`config.mk`:
```
export PLATFORM = sky130hd
export DESIGN_NAME = spring_controller_flat
export DESIGN_NICKNAME = d
export VERILOG_FILES = /design/src/rtl/spring_controller_pkg.sv /design/src/rtl/spring_controller_if.sv /design/src/rtl/frame_pulse_latch.sv /design/src/rtl/spring_controller.sv /design/src/flat_wrapper.sv
export SDC_FILE = /design/constraint.sdc
export NUM_CORES = 1
export LEC_CHECK = 0
export ABC_CLOCK_PERIOD_IN_PS = 1850
export CORE_UTILIZATION = 31
export CTS_CLUSTER_DIAMETER = 120
export CTS_CLUSTER_SIZE = 16
export DETAILED_ROUTE_END_ITERATION = 10
export GPL_TIMING_DRIVEN = 1
export PLACE_DENSITY_LB_ADDON = 0.1
export SETUP_SLACK_MARGIN = 0.2
export SYNTH_ARGS = -nofsm -noshare
export SYNTH_HDL_FRONTEND = slang
export SYNTH_SLANG_ARGS = --single-unit
export TNS_END_PERCENT = 30
```
`constraint.sdc`:
```
create_clock -name clk -period 1.85 [get_ports clk]
set_input_delay 0.37 -clock clk [delete_from_list [all_inputs] [get_ports clk]]
set_output_delay 0.37 -clock clk [all_outputs]
set_load 0.02 [all_outputs]
```
`src/rtl/spring_controller_pkg.sv`:
```
// Shared types and default geometry/gain constants for the launch spring.
package spring_controller_pkg;

  typedef enum logic [1:0] {IDLE, COMPRESS, RELEASE} spring_state_t;

  localparam int unsigned COMP_W   = 6;
  localparam int unsigned Y_W      = 11;
  localparam int unsigned SPEED_W  = 32;
  localparam int unsigned AF_CNT_W = 7;

  localparam int SPRING_REST_Y           = 400;
  localparam int SPRING_MAX_COMPRESS     = 32;
  localparam int SPRING_COMPRESS_STEP    = 1;
  localparam int SPRING_RELEASE_STEP     = 8;
  localparam int SPRING_SPEED_GAIN       = 16;
  localparam int SPRING_AUTO_FIRE_FRAMES = 60;

endpackage

```
`src/rtl/spring_controller_if.sv`:
```
// Frame/key/collision inputs and ball-controller/drawing outputs of the spring.
interface spring_controller_if;
  import spring_controller_pkg::*;

  logic                      startOfFrame;
  logic                      keyIsPressed;
  logic                      pause;
  logic                      reset_level;
  logic                      collisionSmileySpring;
  logic signed [Y_W-1:0]     springTopY;
  logic signed [SPEED_W-1:0] springSpeedY;
  logic                      collisionSmileySpringPulse;
  logic [COMP_W-1:0]         springCompression;

  modport master (
    output startOfFrame, keyIsPressed, pause, reset_level, collisionSmileySpring,
    input  springTopY, springSpeedY, collisionSmileySpringPulse, springCompression
  );

  modport slave (
    input  startOfFrame, keyIsPressed, pause, reset_level, collisionSmileySpring,
    output springTopY, springSpeedY, collisionSmileySpringPulse, springCompression
  );
endinterface

```
`src/rtl/frame_pulse_latch.sv`:
```
// Turns an overlap level into at most one registered one-clk pulse per frame.
module frame_pulse_latch (
  input  logic clk,
  input  logic resetN,
  input  logic clear,
  input  logic hold,
  input  logic frame_tick,
  input  logic level,
  output logic pulse
);

  logic hit_q, hit_d;
  logic pulse_q, pulse_d;
  logic hit_eff;

  // A frame tick re-arms the latch in the same cycle it arrives.
  assign hit_eff = hit_q && !frame_tick;

  always_comb begin
    hit_d   = hit_q;
    pulse_d = 1'b0;
    if (clear) begin
      hit_d = 1'b0;
    end else if (!hold) begin
      hit_d = hit_eff;
      if (level && !hit_eff) begin
        hit_d   = 1'b1;
        pulse_d = 1'b1;
      end
    end
  end

  always_ff @(posedge clk or negedge resetN) begin
    if (!resetN) begin
      hit_q   <= 1'b0;
      pulse_q <= 1'b0;
    end else begin
      hit_q   <= hit_d;
      pulse_q <= pulse_d;
    end
  end

  assign pulse = pulse_q;

endmodule

```
`src/rtl/spring_controller.sv`:
```
// Launch spring: frame-stepped compress/release FSM, launch speed and collision pulse.
// Optional SPRING_AUTO_FIRE_EN forces release after a hold at full compression.
module spring_controller #(
  parameter int SPRING_REST_Y    = spring_controller_pkg::SPRING_REST_Y,
  parameter int MAX_COMPRESS     = spring_controller_pkg::SPRING_MAX_COMPRESS,
  parameter int COMPRESS_STEP    = spring_controller_pkg::SPRING_COMPRESS_STEP,
  parameter int RELEASE_STEP     = spring_controller_pkg::SPRING_RELEASE_STEP,
  parameter int SPEED_GAIN       = spring_controller_pkg::SPRING_SPEED_GAIN
`ifdef SPRING_AUTO_FIRE_EN
  ,
  parameter int AUTO_FIRE_FRAMES = spring_controller_pkg::SPRING_AUTO_FIRE_FRAMES
`endif
) (
  input logic               clk,
  input logic               resetN,
  spring_controller_if.slave bus
);
  import spring_controller_pkg::*;

  spring_state_t              state_q, state_d;
  logic [COMP_W-1:0]          comp_q, comp_d;
  logic signed [SPEED_W-1:0]  launch_q, launch_d;
  logic signed [SPEED_W-1:0]  speed_q, speed_d;
  logic                       fire;
  int                         comp_up;
  int                         comp_dn;
`ifdef SPRING_AUTO_FIRE_EN
  logic [AF_CNT_W-1:0]        cnt_q, cnt_d;
  logic                       block_q, block_d;
`endif

  // Next-state: reset_level beats pause, which beats normal frame stepping.
  always_comb begin
    state_d  = state_q;
    comp_d   = comp_q;
    launch_d = launch_q;
    speed_d  = speed_q;
    fire     = 1'b0;
    comp_up  = int'(comp_q) + COMPRESS_STEP;
    comp_dn  = int'(comp_q) - RELEASE_STEP;
`ifdef SPRING_AUTO_FIRE_EN
    cnt_d    = cnt_q;
    block_d  = block_q;
`endif
    if (bus.reset_level) begin
      state_d  = IDLE;
      comp_d   = '0;
      launch_d = '0;
      speed_d  = '0;
`ifdef SPRING_AUTO_FIRE_EN
      cnt_d    = '0;
      block_d  = 1'b0;
`endif
    end else if (!bus.pause) begin
      speed_d = (state_q == RELEASE) ? launch_q : '0;
      if (bus.startOfFrame) begin
`ifdef SPRING_AUTO_FIRE_EN
        if (!bus.keyIsPressed) block_d = 1'b0;
`endif
        case (state_q)
          IDLE: begin
`ifdef SPRING_AUTO_FIRE_EN
            if (bus.keyIsPressed && !block_q) begin
`else
            if (bus.keyIsPressed) begin
`endif
              state_d = COMPRESS;
              comp_d  = COMP_W'(COMPRESS_STEP);
            end
          end
          COMPRESS: begin
            fire = !bus.keyIsPressed;
`ifdef SPRING_AUTO_FIRE_EN
            if (comp_q == COMP_W'(MAX_COMPRESS)) begin
              cnt_d = cnt_q + AF_CNT_W'(1);
              if (cnt_q == AF_CNT_W'(AUTO_FIRE_FRAMES - 1)) begin
                fire    = 1'b1;
                block_d = bus.keyIsPressed;
              end
            end
`endif
            if (fire) begin
              state_d  = RELEASE;
              launch_d = -(int'(comp_q) * SPEED_GAIN);
`ifdef SPRING_AUTO_FIRE_EN
              cnt_d    = '0;
`endif
            end else if (comp_up >= MAX_COMPRESS) begin
              comp_d = COMP_W'(MAX_COMPRESS);
            end else begin
              comp_d = COMP_W'(comp_up);
            end
          end
          RELEASE: begin
            if (comp_dn <= 0) begin
              comp_d   = '0;
              state_d  = IDLE;
              launch_d = '0;
            end else begin
              comp_d = COMP_W'(comp_dn);
            end
          end
          default: state_d = IDLE;
        endcase
      end
    end
  end

  always_ff @(posedge clk or negedge resetN) begin
    if (!resetN) begin
      state_q  <= IDLE;
      comp_q   <= '0;
      launch_q <= '0;
      speed_q  <= '0;
`ifdef SPRING_AUTO_FIRE_EN
      cnt_q    <= '0;
      block_q  <= 1'b0;
`endif
    end else begin
      state_q  <= state_d;
      comp_q   <= comp_d;
      launch_q <= launch_d;
      speed_q  <= speed_d;
`ifdef SPRING_AUTO_FIRE_EN
      cnt_q    <= cnt_d;
      block_q  <= block_d;
`endif
    end
  end

  frame_pulse_latch u_pulse (
    .clk        (clk),
    .resetN     (resetN),
    .clear      (bus.reset_level),
    .hold       (bus.pause),
    .frame_tick (bus.startOfFrame),
    .level      (bus.collisionSmileySpring),
    .pulse      (bus.collisionSmileySpringPulse)
  );

  assign bus.springTopY        = Y_W'(SPRING_REST_Y + int'(comp_q));
  assign bus.springSpeedY      = speed_q;
  assign bus.springCompression = comp_q;

endmodule

```
`src/flat_wrapper.sv`:
```
// flat-port wrapper written by rule: the top's interface ports become plain ports
module spring_controller_flat import spring_controller_pkg::*;
#(
  parameter int SPRING_REST_Y    = spring_controller_pkg::SPRING_REST_Y,
  parameter int MAX_COMPRESS     = spring_controller_pkg::SPRING_MAX_COMPRESS,
  parameter int COMPRESS_STEP    = spring_controller_pkg::SPRING_COMPRESS_STEP,
  parameter int RELEASE_STEP     = spring_controller_pkg::SPRING_RELEASE_STEP,
  parameter int SPEED_GAIN       = spring_controller_pkg::SPRING_SPEED_GAIN

)
  (clk, resetN, bus_startOfFrame, bus_keyIsPressed, bus_pause, bus_reset_level, bus_collisionSmileySpring, bus_springTopY, bus_springSpeedY, bus_collisionSmileySpringPulse, bus_springCompression);
  spring_controller_if bus_i ();
  input logic clk;
  input logic resetN;
  input wire logic [$bits(bus_i.startOfFrame)-1:0] bus_startOfFrame;
  input wire logic [$bits(bus_i.keyIsPressed)-1:0] bus_keyIsPressed;
  input wire logic [$bits(bus_i.pause)-1:0] bus_pause;
  input wire logic [$bits(bus_i.reset_level)-1:0] bus_reset_level;
  input wire logic [$bits(bus_i.collisionSmileySpring)-1:0] bus_collisionSmileySpring;
  output wire logic [$bits(bus_i.springTopY)-1:0] bus_springTopY;
  output wire logic [$bits(bus_i.springSpeedY)-1:0] bus_springSpeedY;
  output wire logic [$bits(bus_i.collisionSmileySpringPulse)-1:0] bus_collisionSmileySpringPulse;
  output wire logic [$bits(bus_i.springCompression)-1:0] bus_springCompression;
  assign bus_i.startOfFrame = bus_startOfFrame;
  assign bus_i.keyIsPressed = bus_keyIsPressed;
  assign bus_i.pause = bus_pause;
  assign bus_i.reset_level = bus_reset_level;
  assign bus_i.collisionSmileySpring = bus_collisionSmileySpring;
  assign bus_springTopY = bus_i.springTopY;
  assign bus_springSpeedY = bus_i.springSpeedY;
  assign bus_collisionSmileySpringPulse = bus_i.collisionSmileySpringPulse;
  assign bus_springCompression = bus_i.springCompression;
  spring_controller #(.SPRING_REST_Y(SPRING_REST_Y), .MAX_COMPRESS(MAX_COMPRESS), .COMPRESS_STEP(COMPRESS_STEP), .RELEASE_STEP(RELEASE_STEP), .SPEED_GAIN(SPEED_GAIN)) u_core (.clk(clk), .resetN(resetN), .bus(bus_i));
endmodule
```
Yosys cells after proc, flatten, opt, wreduce, memory -nomap -nowiden
Cells that the tools add are included.

operators by class
  equality and inequality tests = 7
  add/subtract/negate cells = 4
  magnitude comparators = 2
  reduce and logical (&&, ||, !) cells = 11
  muxes and demuxes = 30

operators with widths
  kind                                                                number
  two-way mux 32 bit                                                  8
  one-hot mux 32 bit (2 select lines)                                 1
  two-way mux 6 bit                                                   7
  greater-or-equal comparator 32 x 7 -> 1 bit, second input constant  1
  less-or-equal comparator 32 x 1 -> 1 bit, second input constant     1
  negator 10 -> 32 bit                                                1
  one-hot mux 6 bit (3 select lines)                                  1
  AND reduction 5 bit                                                 3
  two-way mux 2 bit                                                   6
  != test 3 bit, second input constant                                4
  adder 9 x 6 -> 10 bit, first input constant                         1
  adder 6 x 1 -> 7 bit, second input constant                         1
  subtractor 6 x 4 -> 7 bit, second input constant                    1
  two-way mux 1 bit                                                   6
  one-hot mux 2 bit (3 select lines)                                  1
  nonzero test 4 bit                                                  1
  nonzero test 3 bit                                                  1
  == test 2 x 1 -> 1 bit, second input constant                       1
  == test 2 bit, second input constant                                1
  logical AND 1 bit                                                   2
  zero test 1 bit                                                     2
  zero test 2 bit                                                     1
  != test 2 x 1 -> 1 bit, second input constant                       1
  nonzero test 2 bit                                                  1

storage, ports and cells
  output and inout bits = 50
  input bits = 7
  word-level logic and storage cells = 60
  bits in registers = 74

Logic depth before layout (Yosys ltp)
Gate-level depths: netlist of run 1.

  word-level depth = 8
  depth in mapped cells = 9
  mapped depth without buffers = 7

Cells and area by module
From an unflattened synthesis of run 1, not the netlist that was laid out.

second synthesis, totals
  cells, all modules = 232
  area total of the unflattened synthesis = 2138.3 um^2

modules (own cells, without submodules)
  module             cells each  area each (um^2)  sequential area each (um^2)  times used
  spring_controller  224         2044.5            750.7                        1
  frame_pulse_latch  8           93.8              50.0                         1

Worst setup path before layout of run 1
OpenSTA, ideal clock, no wires.

  kind = register to register
  from = register u_core.comp_q[4], in the netlist u_core.bus.springCompression[4]
  to = register u_core.launch_q[4]
  data required time = 1729 ps
  path buffers = 1
  cell stages (with the launch flop) = 9
  library setup time = 121 ps
  clock period less this slack = 2153 ps
  data arrival time = 2032 ps
  path slack = -303 ps
  path through = dfrtp_1 inv_1 ha_1 nand4b_1 o211ai_2 nor3b_1 nor2_1 buf_2 a22o_1

on the way
  cells in the longest elaborated chain, start to end = 4

RTL lines
  element                                   line                      source
  start: declaration                        spring_controller.sv:21   logic [COMP_W-1:0] comp_q, comp_d;
  start signal: assignment                  spring_controller.sv:121  comp_q <= comp_d;
  subtractor 6 x 4 -> 7 bit                 spring_controller.sv:40   comp_dn = int'(comp_q) - RELEASE_STEP;
  less-or-equal comparator 32 x 1 -> 1 bit  spring_controller.sv:95   if (comp_dn <= 0) begin
  != test 3 bit (no source line)            n/a
  AND reduction 5 bit (no source line)      n/a
  end signal: assignment                    spring_controller.sv:122  launch_q <= launch_d;
  end: declaration                          spring_controller.sv:22   logic signed [SPEED_W-1:0] launch_q, launch_d;

Every way passes these cells.
A chain may end at the register's enable or synchronous reset.

Final worst setup path of run 1
  from = register u_core.state_q[0]
  to = register u_core.comp_q[3], in the netlist u_core.bus.springCompression[3]

on the way
  cells in the longest elaborated chain, start to end = 5
  elaborated cells on any way between the ends = 11
  classes of those cells = eq/ne: 4; mux: 4; reduce/logical: 3

RTL lines
  element                                      line                      source
  start: declaration                           spring_controller.sv:20   spring_state_t state_q, state_d;
  start signal: assignment                     spring_controller.sv:120  state_q <= state_d;
  == test 2 bit, or another cell as far along  spring_controller.sv:60   case (state_q)
  one-hot mux 6 bit (3 select lines)           spring_controller.sv:60
  two-way mux 6 bit                            spring_controller.sv:56   if (bus.startOfFrame) begin
  two-way mux 6 bit                            spring_controller.sv:54   end else if (!bus.pause) begin
  two-way mux 6 bit                            spring_controller.sv:45   if (bus.reset_level) begin

Parallel ways exist; a longest one is shown, timed or not. The select of a mux whose other input is x is not followed.

==> impl_summary.log, run 1 <==
INFO  metric cts_root_buffer = clkbuf_8
INFO  metric ctsHtreeMaxLevel = 2
INFO  metric cts.path.max_buffers = 2
INFO  metric period_needed = 1.92 ns
INFO  metric cts_buffers = 5
INFO  metric pwr-share-comb = 11.8%
INFO  metric switching_power_as_a_share_of_total_power = 24.3%
INFO  metric final_nets = 307
INFO  metric remaining_drc_errors = 0
INFO  metric timing.critical_path.arrival = 2.11 ns
INFO  metric net_switching = 377 µW
INFO  metric first_global_vias = 1571
INFO  metric die_width = 82.5 µm
INFO  metric hold_viol = 0
INFO  metric failed_checks = setup timing
INFO  metric postPlaceCellArea = 2640 µm²
INFO  metric fmaxAchievable = 0.521 GHz
INFO  metric die-area = 6800 µm²
INFO  metric final.fill_count = 602
INFO  metric finalInstanceArea = 3000 µm²
INFO  metric worst_voltage_drop_across_the_vdd_grid = 0.256 mV
INFO  metric asyncSetResetFlopFracSynth = 100%
INFO  metric dominantRegCellSynth = dfrtp_1
INFO  metric post_drt_via_cell_ratio = 4.63
INFO  metric synth_area_leaders = dfrtp_1 (40%), buf_4 (11%), ha_1 (8.1%), nor2_1 (5.6%), a21oi_1 (4.5%)
INFO  metric yosysSeqAreaShare = 39.9%
INFO  metric postSynthRegisterBits = 32
INFO  metric floorplan.core_area = 6100 µm²
INFO  metric internal_power = 1180 µW
INFO  metric worstSetupEndpointType = flop
INFO  metric worst-endpoint-required = 2.04 ns
INFO  metric setup_repair_after_global_routing_missed_its_margin = true
INFO  metric fp.dieH = 82.5 µm
INFO  metric drive_above_1_share = 28.5%
INFO  metric cts.clk_slew.worst_paths = 0.07 ns
INFO  metric cts_sinks = 32
INFO  metric grt_start_max_net_pins = 33
INFO  metric post_synth_edffs = 0
INFO  metric numPlacedInstances = 348
INFO  metric yosys.area.top_type_share = 39.9%
INFO  metric setup_total_negative_slack = -0.192 ns
INFO  metric power_frac_seq = 45.6%
INFO  metric area_grow_syn2layout = 49.2%
INFO  metric residual_overflow_from_global_routing = 0
INFO  metric clock-skew-final = 0.00200 ns
INFO  metric mostFrequentLayoutCells = buf_4 (38), dlymetal6s2s_1 (31), dfrtp_1 (29)
INFO  metric number_of_vias_after_detailed_routing = 1681
INFO  metric path_max_fanout = 8
INFO  metric max_cap_viol_count = 0
INFO  metric clockPowerShare = 42.6%
INFO  metric wire_per_inst = 12.9 µm
INFO  metric criticalPathCategory = flop to flop
INFO  metric grt_util_all_layers = 15.0%
INFO  metric run_status = finished with violations
INFO  metric synth.distinct_cells = 44
INFO  metric antenna_found_initial = 0
INFO  metric synthCells = 224
INFO  metric syn_area = 2010 µm²
INFO  metric drtAntennaViolNets = 0
INFO  metric yosys_warnings = 0
INFO  metric portBuffers = 48
INFO  metric crit_path_start_kind = flop
INFO  metric dpl_worst_slack = -0.188 ns
INFO  metric n_antenna_cell = 0
INFO  metric fin_ws = -0.0691 ns
INFO  metric initial_util = 32.9%
INFO  metric detailedRoute.firstIterationViolations = 72
INFO  metric globalplace.congestion = 0.727
INFO  metric worst_hold_path_type = flop to flop
INFO  metric dp_hpwl = 3400 µm
INFO  metric worstSkewPairLatency = 0.28 ns
INFO  metric drv_slew = 0
INFO  metric cts_tree = built
INFO  metric setup_viol_count_final = 4
INFO  metric boundary_pin_count = 57
INFO  metric layout_commonest_cell = buf_4
INFO  metric leakagePower = 0.00188 µW
INFO  metric hold_ws = 0.483 ns
INFO  metric finalWirelength = 4690 µm
INFO  metric grt_pass1_wl = 7520 µm
INFO  metric final_cells = 363
INFO  metric pwr_density_cell = 519 nW/µm²
INFO  metric dr.pass1.iters = 5
INFO  metric rows = 28
INFO  metric min_period_over_period = 104%
INFO  metric post_synth.cell_area_avg = 8.97 µm²
INFO  metric synth_top_area_cell = dfrtp_1
[power by group through the flow]
stage	Combinational, µW	Clock, µW	Sequential, µW
after CTS	185	686	708
after global routing	207	715	709
after floorplan	97.0	0	725
after detailed placement	169	0	721
after global placement	169	0	721
final	184	663	709
[routing by layer]
metal	GRT usage, %	vias to the layer above	wire (µm)	part of all wire, %
met1	19.8	774	2200	47
met5	0	-	0	0
met2	24.3	51	2200	47
met4	5.26	0	59	1.3
li1	-	849	-	-
met3	2.97	7	227	4.8
[sequential cells by signal, indices dropped and copies added, names as in the netlist]
signal,cells
u_core.bus.springCompression,6
u_core.bus.springSpeedY,11
u_core.launch_q,11
u_core.state_q,2
u_core.u_pulse.hit_q,1
u_core.u_pulse.pulse,1
[cell families (layout without fill, tap and decap cells)]
| family | after synthesis | after routing | synth area share, % |
|---|---|---|---|
| AND/OR/NAND/NOR | 75 | 76 | 17.9 |
| buffers and inverters | 49 | 106 | 15.0 |
| AO/OA/AOI/OAI | 47 | 47 | 16.1 |
| flip-flops | 32 | 32 | 39.9 |
| adder cells (fa/ha/maj) | 13 | 13 | 8.10 |
| XOR/XNOR | 5 | 5 | 2.18 |
| other | 2 | 8 | 0.374 |
| multiplexers | 1 | 1 | 0.498 |
[worst max-delay path, cell delays in order, from the launching register on]
cell,delay (ns)
dfrtp_1,0.41
inv_2,0.12
ha_4,0.13
or3b_4,0.38
a21oi_4,0.27
and4_1,0.27
a21oi_1,0.07
o21ai_1,0.16
[area by class of cell]
class / count / area, µm² / share of cell area, %
Multi-Input combinational cell: 150 / 1090 / 36.3
Timing Repair Buffer: 88 / 858 / 28.6
Sequential cell: 32 / 805 / 26.8
Tap cell: 75 / 93.8 / 3.13
Clock buffer: 6 / 72.6 / 2.42
Inverter: 10 / 45.0 / 1.50
Clock inverter: 2 / 35.0 / 1.17
[metrics by stage]
step,utilization (%),total power [µW]
after floorplan,-,822
after global placement,43.3,890
after detailed placement,43.3,890
after CTS,47.4,1580
after global routing,49.2,1630
final,49.2,1550
[final timing paths]
kind                                                 startpoint                                          end  slack (ns)  cells past startpoint
worst max-delay path              u_core.state_q[0]$_DFFE_PN0P_  u_core.bus.springCompression[3]$_DFFE_PN0P_       -0.07                      7
worst min-delay path            u_core.launch_q[28]$_DFFE_PN0P_              u_core.launch_q[28]$_DFFE_PN0P_        0.48                      1
worst max register to register    u_core.state_q[0]$_DFFE_PN0P_  u_core.bus.springCompression[3]$_DFFE_PN0P_       -0.07                      7
worst min register to register  u_core.launch_q[28]$_DFFE_PN0P_              u_core.launch_q[28]$_DFFE_PN0P_        0.48                      1
max in group asynchronous                                resetN  u_core.bus.springCompression[5]$_DFFE_PN0P_        1.02                      2
min in group asynchronous                                resetN       u_core.bus.springSpeedY[6]$_DFFE_PN0N_        0.50                      2
[cells in the mapped netlist, types with 2 or more instances]
cell	n
conb_1	2
buf_4	30
o21ai_0	4
dfrtp_1	32
nand2_1	20
nor2_1	30
inv_1	10
nor2b_1	4
nor3_1	2
nor3b_1	2
a21oi_1	18
buf_2	3
nand4_1	3
and3_1	2
o22ai_1	3
nand3_1	3
xnor2_1	4
ha_1	13
clkbuf_1	5
a22o_1	6
nand4b_1	2
a21o_1	4
[repair_timing]
| item | 4_1_cts | 5_1_grt |
|---|---|---|
| setup buffers | 3 | 3 |
| gates cloned | 1 | 0 |
| hold buffers | 0 | 0 |
| pin swaps | 17 | 6 |
| gates resized for setup | 44 | 33 |
| endpoints found under the setup margin | 53 | 52 |
| hold endpoints to repair | 0 | 0 |
No activity file was read; power rests on OpenSTA's default activity.
==> inputs of run 2 (changes only) <==
- CORE_MARGIN: default -> 4
- CTS_BUF_LIST: default -> sky130_fd_sc_hd__clkbuf_4
==> run 2 against run 1 <==
Effect of this change: the run still ends with setup timing left; flip-flop and latch count unchanged; clock-buffer cell count down 1; clock power fell by 16%; clock skew is 0.012 ns higher; cell area is 4.1% lower; power down 6.4%; non-clock buffer count down 2; routed wire length is 4.4% higher; first-iteration DRC count down 17%; hold slack got worse by 0.067 ns; register-to-register slack about the same; sequential share of layout area grew 1.2 points.
==> impl_summary.log, run 2 (synthesis gave the netlist of run 1 again) <==
INFO  metric globalplace.congestion = 0.747 (+2.7%)
INFO  metric final_nets = 304 (-0.98%)
INFO  metric floorplan.core_area = 6310 µm² (+3.6%)
INFO  metric finalWirelength = 4890 µm (+4.4%)
INFO  metric critical_path.slowest_cell = dfrtp_1
INFO  metric final_cells = 362 (-0.28%)
INFO  metric area_grow_syn2layout = 43.1%
INFO  metric cts_sinks = 32 (unchanged)
INFO  metric postPlaceCellArea = 2620 µm² (-0.76%)
INFO  metric first_global_vias = 1599 (+1.8%)
INFO  metric cts_hold_fix_bufs = 0 (unchanged)
INFO  metric period_needed = 1.91 ns (-0.00755 ns)
INFO  metric worst_voltage_drop_across_the_vdd_grid = 0.383 mV (+49%)
INFO  metric mostFrequentLayoutCells = buf_4 (34), dlygate4sd2_1 (30), nor2_1 (29)
INFO  metric grt_start_max_net_pins = 33 (unchanged)
INFO  metric initial_util = 31.8% (-1.1 points)
INFO  metric cts_tree = built
INFO  metric portBuffers = 48 (unchanged)
INFO  metric number_of_vias_after_detailed_routing = 1678 (-0.18%)
INFO  metric total_power = 1460 µW (-6.4%)
INFO  metric grt_pass1_wl = 7740 µm (+2.9%)
INFO  metric n_antenna_cell = 0 (unchanged)
INFO  metric critPathBufInv = 3 (+2)
INFO  metric run_status = finished with violations
INFO  metric worstSetupEndpointType = flop
INFO  metric wire_per_inst = 13.5 µm (+4.7%)
INFO  metric hold_ws = 0.416 ns (-0.0669 ns)
INFO  metric cts_root_buffer = clkbuf_4
INFO  metric reg2reg_setup_slack = -0.06 ns (about the same)
INFO  metric hold_viol = 0 (unchanged)
INFO  metric dr.pass1.iters = 4 (-1)
INFO  metric cts.clk_slew.worst_paths = 0.12 ns (+0.05 ns)
INFO  metric cts.path.max_buffers = 2 (unchanged)
INFO  metric drtAntennaViolNets = 0 (unchanged)
INFO  metric clock-skew-final = 0.0138 ns (+0.0118 ns)
INFO  metric remaining_drc_errors = 0 (unchanged)
INFO  metric setup_repair_after_global_routing_missed_its_margin = true
INFO  metric worst_hold_path_type = primary input to async pin
INFO  metric worstReg2RegEnd = u_core.bus.springCompression[0]$_DFFE_PN0P_
INFO  metric numPlacedInstances = 347 (-0.29%)
INFO  metric timing.critical_path.arrival = 2.14 ns (+0.03 ns)
INFO  metric worstSkewPairLatency = 0.34 ns (+0.06 ns)
INFO  metric detailedRoute.firstIterationViolations = 60 (-17%)
INFO  metric fin_ws = -0.0616 ns (+0.00755 ns)
INFO  metric peak_per_stage_delay_on_the_critical_path = 0.43 ns (+0.02 ns)
INFO  metric worst-endpoint-required = 2.08 ns (+0.04 ns)
INFO  metric pwr_density_cell = 507 nW/µm² (-2.4%)
INFO  metric cts_buffers = 5 (unchanged)
INFO  metric residual_overflow_from_global_routing = 0 (unchanged)
INFO  metric rr_worst_depth = 9 (+2)
INFO  metric rows = 29 (+3.6%)
INFO  metric cpLargestDelayFamily = compound AO/OA/AOI/OAI gates
INFO  metric dp_hpwl = 3620 µm (+6.5%)
INFO  metric critical_path.cell_chain = inv_2 > ha_4 > or3b_4 > a21oi_4 > buf_12 > buf_6 > nand2_2 > a311oi_2 > a211oi_1
INFO  metric failed_checks = setup timing
INFO  metric ctsHtreeMaxLevel = 2 (unchanged)
INFO  metric antenna_found_initial = 0 (unchanged)
INFO  metric setup_viol_count_final = 3 (-1)
INFO  metric die-area = 7830 µm² (+15%)
INFO  metric path_max_fanout = 5 (-3)
INFO  metric drv_slew = 0 (unchanged)
INFO  metric setup_total_negative_slack = -0.134 ns (+0.0576 ns)
INFO  metric max_cap_viol_count = 0 (unchanged)
INFO  metric leakagePower = 0.00145 µW (-23%)
INFO  metric finalInstanceArea = 2870 µm² (-4.1%)
INFO  metric die_width = 88.5 µm (+7.3%)
INFO  metric grt_util_all_layers = 13.0% (-2.0 points)
INFO  metric drive_above_1_share = 32.3% (+3.8 points)
INFO  metric boundary_pin_count = 57 (unchanged)
INFO  metric rr_startpoint = u_core.state_q[0]$_DFFE_PN0P_
INFO  metric layout_commonest_cell = buf_4
INFO  metric fp.dieH = 88.5 µm (+7.3%)
INFO  metric min_period_over_period = 103% (-0.41 points)
INFO  metric fmaxAchievable = 0.523 GHz (+0.39%)
INFO  metric crit_path_start_kind = flop
INFO  metric post_drt_via_cell_ratio = 4.64 (about the same)
INFO  metric criticalPathCategory = flop to flop
==> run 2: cell types whose count changed in the layout (fill, tap and decap cells not counted), sizes merged, moves of 2 or more <==
cell / previous run / this run
clkdlybuf4s50: 10 / 6
dlygate4sd2: 4 / 30
clkdlybuf4s15: 0 / 4
buf: 43 / 41
dlymetal6s2s: 31 / 1
clkbuf: 6 / 9
==> run 2: what timing repair did <==
item / in CTS / in global routing
setup buffers: 2 / 5
setup endpoints to repair: 60 / 31
resized for setup: 70 / 36
pin swaps: 8 / 12
==> run 2: power by group <==
group | switching, µW | internal, µW
registers | 3.61 | 705
logic | 114 | 75.5
clock network | 277 | 282
total | 394 | 1060
==> run 2: worst max path at each step <==
stage	from	to	slack, ns	cells past startpoint
after CTS	u_core.state_q[0]$_DFFE_PN0P_	u_core.bus.springCompression[5]$_DFFE_PN0P_	-0.06	7
final	u_core.state_q[0]$_DFFE_PN0P_	u_core.bus.springCompression[0]$_DFFE_PN0P_	-0.06	9
after detailed placement	bus_startOfFrame	u_core.launch_q[9]$_DFFE_PN0P_	-0.13	6
after floorplan	u_core.bus.springCompression[3]$_DFFE_PN0P_	u_core.launch_q[4]$_DFFE_PN0P_	-0.01	9
after global routing	u_core.state_q[0]$_DFFE_PN0P_	u_core.bus.springCompression[3]$_DFFE_PN0P_	-0.15	8
after global placement	bus_startOfFrame	u_core.launch_q[4]$_DFFE_PN0P_	-0.09	6
==> run 2: area by class of cell <==
| class | instances | area, µm² |
|---|---|---|
| clock inverter | 3 | 42.5 |
| sequential | 32 | 806 |
| timing repair buffer | 86 | 738 |
| tap | 77 | 96.3 |
| clock buffer | 5 | 37.5 |
| inverter | 10 | 47.5 |
| multi-input combinational | 149 | 1110 |
| fill | 658 | 3440 |
==> run 2: worst register-to-register path: stages (launching register included) <==
cell and delay [ns]:
dfrtp_1 0.43, inv_2 0.13, ha_4 0.14, or3b_4 0.38, a21oi_4 0.19, buf_12 0.14
buf_6 0.09, nand2_2 0.04, a311oi_2 0.18, a211oi_1 0.08
==> run 2: per-layer routing <==
layer / share of wire, % / up-vias / global-route usage [%]
li1: - / 849 / -
met2: 48 / 47 / 21.1
met4: 2.0 / 0 / 4.67
met5: 0 / - / 0
met3: 5.2 / 9 / 2.70
met1: 45 / 773 / 17.0
==> run 2: through the flow <==
step | util, % | worst slack, ns
2_1_floorplan | - | -0.0105
3_3_place_gp | 41.5 | -0.0884
3_5_place_dp | 41.5 | -0.128
4_1_cts | 43.4 | -0.0617
5_1_grt | 45.5 | -0.151
6_report | 45.5 | -0.0616
==> inputs of run 3 (changes only) <==
- HOLD_SLACK_MARGIN: default -> 0.15
==> results of run 3 <==
The final DEF is identical to that of run 2; final timing and power are the same.
